### src/rtl/log_pkg.sv
// rtl/log_pkg.sv - shared types and constants for the log datapath front end
package log_pkg;

    typedef enum logic [1:0] {
        IDLE  = 2'd0,
        SHIFT = 2'd1,
        DONE  = 2'd2
    } state_e;

    localparam int NIBBLE = 4;

    function automatic int cnt_w(input int width);
        return $clog2(width);
    endfunction

endpackage

### src/rtl/norm_onehot_dec.sv
// rtl/norm_onehot_dec.sv - shift count to one-hot MSB position decoder with zero force
module onehot_dec
    import log_pkg::*;
#(
    parameter int WIDTH = 8
) (
    input  logic [cnt_w(WIDTH)-1:0] cnt,
    input  logic                    force_zero,
    output logic [WIDTH-1:0]        onehot
);

    localparam int CNT_W = cnt_w(WIDTH);

    // Bit WIDTH-1-cnt is the original most-significant set bit.
    always_comb begin
        onehot = '0;
        for (int i = 0; i < WIDTH; i++) begin
            onehot[i] = !force_zero && (cnt == CNT_W'(WIDTH - 1 - i));
        end
    end

endmodule

### src/rtl/norm_onehot.sv
// rtl/norm_onehot.sv - iterative left normalizer; NORM_NIBBLE_SKIP_EN enables 4-bit skip shifts
module norm_onehot
    import log_pkg::*;
#(
    parameter int WIDTH = 8
) (
    input  logic                    clk,
    input  logic                    rst,
    input  logic                    in_valid,
    output logic                    in_ready,
    input  logic [WIDTH-1:0]        in_data,
    output logic                    out_valid,
    input  logic                    out_ready,
    output logic [WIDTH-1:0]        out_onehot,
    output logic [WIDTH-1:0]        out_mant,
    output logic [cnt_w(WIDTH)-1:0] out_shift,
    output logic                    out_zero
);

    localparam int CNT_W = cnt_w(WIDTH);

`ifdef NORM_NIBBLE_SKIP_EN
    localparam bit NIB_OK = (WIDTH >= 8);
    localparam int NIB_LO = NIB_OK ? WIDTH - NIBBLE : 0;
`endif

    state_e             state_q, state_d;
    logic [WIDTH-1:0]   mant_q, mant_d;
    logic [CNT_W-1:0]   cnt_q, cnt_d;
    logic               zero_q, zero_d;
    logic               done;
    logic               accept;

    assign done     = (state_q == DONE);
    assign in_ready = !rst && ((state_q == IDLE) || (done && out_ready));
    assign accept   = in_valid && in_ready;

    always_comb begin
        state_d = state_q;
        mant_d  = mant_q;
        cnt_d   = cnt_q;
        zero_d  = zero_q;
        if (accept) begin
            mant_d  = in_data;
            cnt_d   = '0;
            zero_d  = (in_data == '0);
            // Zero and already-normalized words skip SHIFT, so cnt can never wrap.
            state_d = ((in_data == '0) || in_data[WIDTH-1]) ? DONE : SHIFT;
        end else begin
            case (state_q)
                SHIFT: begin
`ifdef NORM_NIBBLE_SKIP_EN
                    if (NIB_OK && (mant_q[WIDTH-1:NIB_LO] == '0)) begin
                        mant_d = mant_q << NIBBLE;
                        cnt_d  = cnt_q + CNT_W'(NIBBLE);
                    end else
`endif
                    begin
                        mant_d = mant_q << 1;
                        cnt_d  = cnt_q + CNT_W'(1);
                    end
                    if (mant_d[WIDTH-1]) begin
                        state_d = DONE;
                    end
                end
                DONE: begin
                    if (out_ready) begin
                        state_d = IDLE;
                    end
                end
                default: ;
            endcase
        end
    end

    always_ff @(posedge clk or posedge rst) begin
        if (rst) begin
            state_q <= IDLE;
            mant_q  <= '0;
            cnt_q   <= '0;
            zero_q  <= 1'b0;
        end else begin
            state_q <= state_d;
            mant_q  <= mant_d;
            cnt_q   <= cnt_d;
            zero_q  <= zero_d;
        end
    end

    assign out_valid = done;
    assign out_mant  = done ? mant_q : '0;
    assign out_shift = done ? cnt_q : '0;
    assign out_zero  = done && zero_q;

    onehot_dec #(
        .WIDTH(WIDTH)
    ) u_dec (
        .cnt       (cnt_q),
        .force_zero(!done || zero_q),
        .onehot    (out_onehot)
    );

endmodule
### config.mk
export PLATFORM = sky130hd
export DESIGN_NAME = norm_onehot
export DESIGN_NICKNAME = d
export VERILOG_FILES = /design/src/rtl/log_pkg.sv /design/src/rtl/norm_onehot_dec.sv /design/src/rtl/norm_onehot.sv
export SDC_FILE = /design/constraint.sdc
export NUM_CORES = 1
export LEC_CHECK = 0
export CAP_MARGIN = 15
export CORE_ASPECT_RATIO = 1.1
export CORE_MARGIN = 2
export CORE_UTILIZATION = 34
export DETAILED_ROUTE_END_ITERATION = 8
export MAX_ROUTING_LAYER = met4
export PLACE_DENSITY = 0.64
export SETUP_SLACK_MARGIN = 0.15
export SLEW_MARGIN = 20
export SYNTH_ARGS = -nofsm -noshare
export SYNTH_HDL_FRONTEND = slang
export SYNTH_HIERARCHICAL = 1
export SYNTH_SLANG_ARGS = --single-unit
### constraint.sdc
create_clock -name clk -period 3.9 [get_ports clk]
set_clock_uncertainty 0.15 [all_clocks]
set_input_delay 0.78 -clock clk [delete_from_list [all_inputs] [get_ports clk]]
set_output_delay 0.78 -clock clk [all_outputs]
set_load 0.01 [all_outputs]
==> run_results.csv <==
group,metric,value,unit
status,status,"complete, no violations",
sta,fmax,335,MHz
power,pwr-share-seq,0.361,
power,power.total,811,uW
setup_path,critPathMaxFanout,10,
clock_network,cts_sinks,14,
power,p_per_area,650,nW/um^2
sta,finalHoldViolCount,0,
yosys,syn_area_per_cell,8.66,sq um
power,p_leak,0.000509,uW
routing,wl_per_cell,12.5,um
setup_path,cpPeakStageDelay,0.59,ns
cells_and_area,syn2layout_area_growth,41.4,%
clock_network,ctsResizeCount,0,
sta,fin_crit_sh,0.765,
cells_and_area,antenna_cells,0,
global_routing,grt_max_degree,16,
setup_path,worstPathArrival,2.06,ns
job,max-cap-violations,0,
routing,drtIter0Drc,23,
placed_design,port_buffers,33,
cells_and_area,layout_commonest_cell,"clkdlybuf4s50_1",
cells_and_area,layout.nets,148,
global_routing,grt_overflow,0,
sta,setup_tns,0,ns
power,sw_frac_of_total,0.402,
sta,period_needed,2.99,ns
cells_and_area,drive_above_1_share,0.0827,
setup_path,crit_path_cell_trace,"nor2b_1 -> nand2b_1 -> nor4b_1 -> clkdlybuf4s50_1",
die,chipWidth,52.6,um
sta,worst_pin_slew,0.857,ns
routing,drc,0,
sta,slew_headroom,0.427,
setup_path,crit_type,"reg2out",
clock_network,ctsHoldBuffers,0,
setup_path,setup.worst_path.end_class,"output port",
yosys,ys.warnings.count,6,
die,rows,19,
power,switchingPower,326,uW
routing,dr_total_vias,833,
die,ios,34,
die,coreArea,2500,sq um
clock_network,clockRootBuffer,"clkbuf_4",
clock_network,cts_tree,"done",
placed_design,gp_congestion,0.690,
sta,slew_violations,0,
yosys,synth_fp_nets,115,
die,start_util,0.354,
min_path,hold_path_class,"reg2reg",
setup_path,crit_buf_inv,1,
global_routing,gr-usage-all-layers,0.155,
clock_network,clk_path_buf_depth,2,
global_routing,grt_antenna_before_repair,0,
global_routing,grt_pass1_vias,765,
setup_path,critPathTopFamily,"simple AND/OR/NAND/NOR gates",
sta,setup_viol,0,
yosys,netlist_instances,102,
yosys,synth-seq-cells,14,
power,combPwrFrac,0.538,
die,die_area,3020,sq um
setup_path,cp_slowest_cell,"clkdlybuf4s50_1",
clock_network,cts_setup_buffers,0,
cells_and_area,layout_common_cells,"33 x clkdlybuf4s50_1, 21 x nand2_1, 14 x dfrtp_1",
clock_network,cts_made_buffers,3,
routing,wl,2.04,mm
power,vdd_drop_max,0.336,mV
clock_network,insertion_delay,0.28,ns
routing,firstDrtPassIters,4,
global_routing,grt_pass1_wl,3.47,mm
placed_design,placed_cell_area,1230,sq um
yosys,seq_area_frac_synth,0.397,
placed_design,dp_hpwl,1.49,mm
clock_network,h-tree-depth,1,
power,power_frac_clock,0.100,
power,p_int,485,uW
yosys,synth_cell_types,29,
cells_and_area,stdcell_area,1250,sq um
routing,via_per_inst,5.08,
setup_path,critPathLaunchType,"flip-flop",
sta,rsz0062_at_grt,"no",
die,die_height,57.5,um
clock_network,clk_pin_slew,0.09,ns
routing,antenna_left,0,
setup_path,cp.required,2.97,ns
yosys,syn_area,883,sq um
## layout make-up
class	instances	area, sq um
clock buffer	3	22.5
fill	245	1250
inverter	1	3.75
multi-input combinational	81	495
sequential	14	350
tap	31	38.8
timing repair buffer	34	338
## power groups by stage
stage	Sequential, uW	Combinational (uW)	Clock (uW)
CTS	293	443	83.2
detailed placement	295	440	0
floorplan	262	282	0
global route	309	482	92.1
finish	293	437	81.2
global placement	292	438	0
## flip-flops by register name, indices dropped and copies added (netlist names)
register  count
cnt_q         3
mant_q        8
state_q       2
zero_q        1
## Yosys cell counts
library cell,n,area share
buf_2,3,0.017
clkbuf_1,2,0.0085
a22oi_1,2,0.017
and4b_2,1,0.013
nor3_2,1,0.011
nor2b_1,3,0.021
nor2_1,10,0.042
nor4_1,1,0.0071
nand2_1,21,0.089
nor4b_2,1,0.017
a211oi_1,1,0.0085
nand3_1,3,0.017
xnor2_1,1,0.0099
buf_6,1,0.013
a31oi_1,6,0.042
and4bb_2,3,0.042
ha_1,1,0.014
xor2_1,1,0.0099
nor3_1,1,0.0057
dfrtp_1,14,0.40
or4_1,2,0.017
nand2b_1,3,0.021
a21oi_1,1,0.0057
inv_1,1,0.0042
or4b_1,1,0.011
and2_1,12,0.085
nor4b_1,3,0.030
a2bb2oi_2,1,0.017
o21ai_0,1,0.0057
## metrics by stage
| step | hold WS [ns] | util | std cells | setup slack, ns |
|---|---|---|---|---|
| after floorplan | 0.300 | - | 102 | 1.60 |
| after global placement | 0.326 | 0.491 | 161 | 0.976 |
| after detailed placement | 0.337 | 0.491 | 161 | 0.934 |
| after CTS | 0.356 | 0.500 | 164 | 0.900 |
| after global routing | 0.385 | 0.500 | 164 | 0.733 |
| final | 0.352 | 0.500 | 164 | 0.915 |
## final timing paths
kind	from	slack, ns	depth (start not counted)	endpoint
setup / recovery	state_q[0]	0.91	4	out_onehot[6]
hold / removal	mant_q[7]	0.35	2	mant_q[7]
setup reg to reg	state_q[1]	1.92	4	state_q[0]
hold reg to reg	mant_q[7]	0.35	2	mant_q[7]
max in group asynchronous	rst	2.38	2	cnt_q[0]
min in group asynchronous	rst	0.84	2	zero_q
## cells by family after synthesis
kind of cell	synth area share
and+or+nand+nor	0.431
buffers and inverters	0.0425
adders and majority gates	0.0142
xor gates and xnor gates	0.0198
DFF	0.397
AOI/OAI and AO/OA	0.0963
## worst min-delay path: stages, from the launching register on
cell and delay (ns):
dfrtp_1 0.35, nand3_1 0.06, nand2_1 0.06
## routing by layer
metal  GRT usage  wire, um
met5           -         0
met3      0.0209       128
met2       0.245       961
met1       0.199       928
met4      0.0623        25
(Power assumes the default switching activity.)
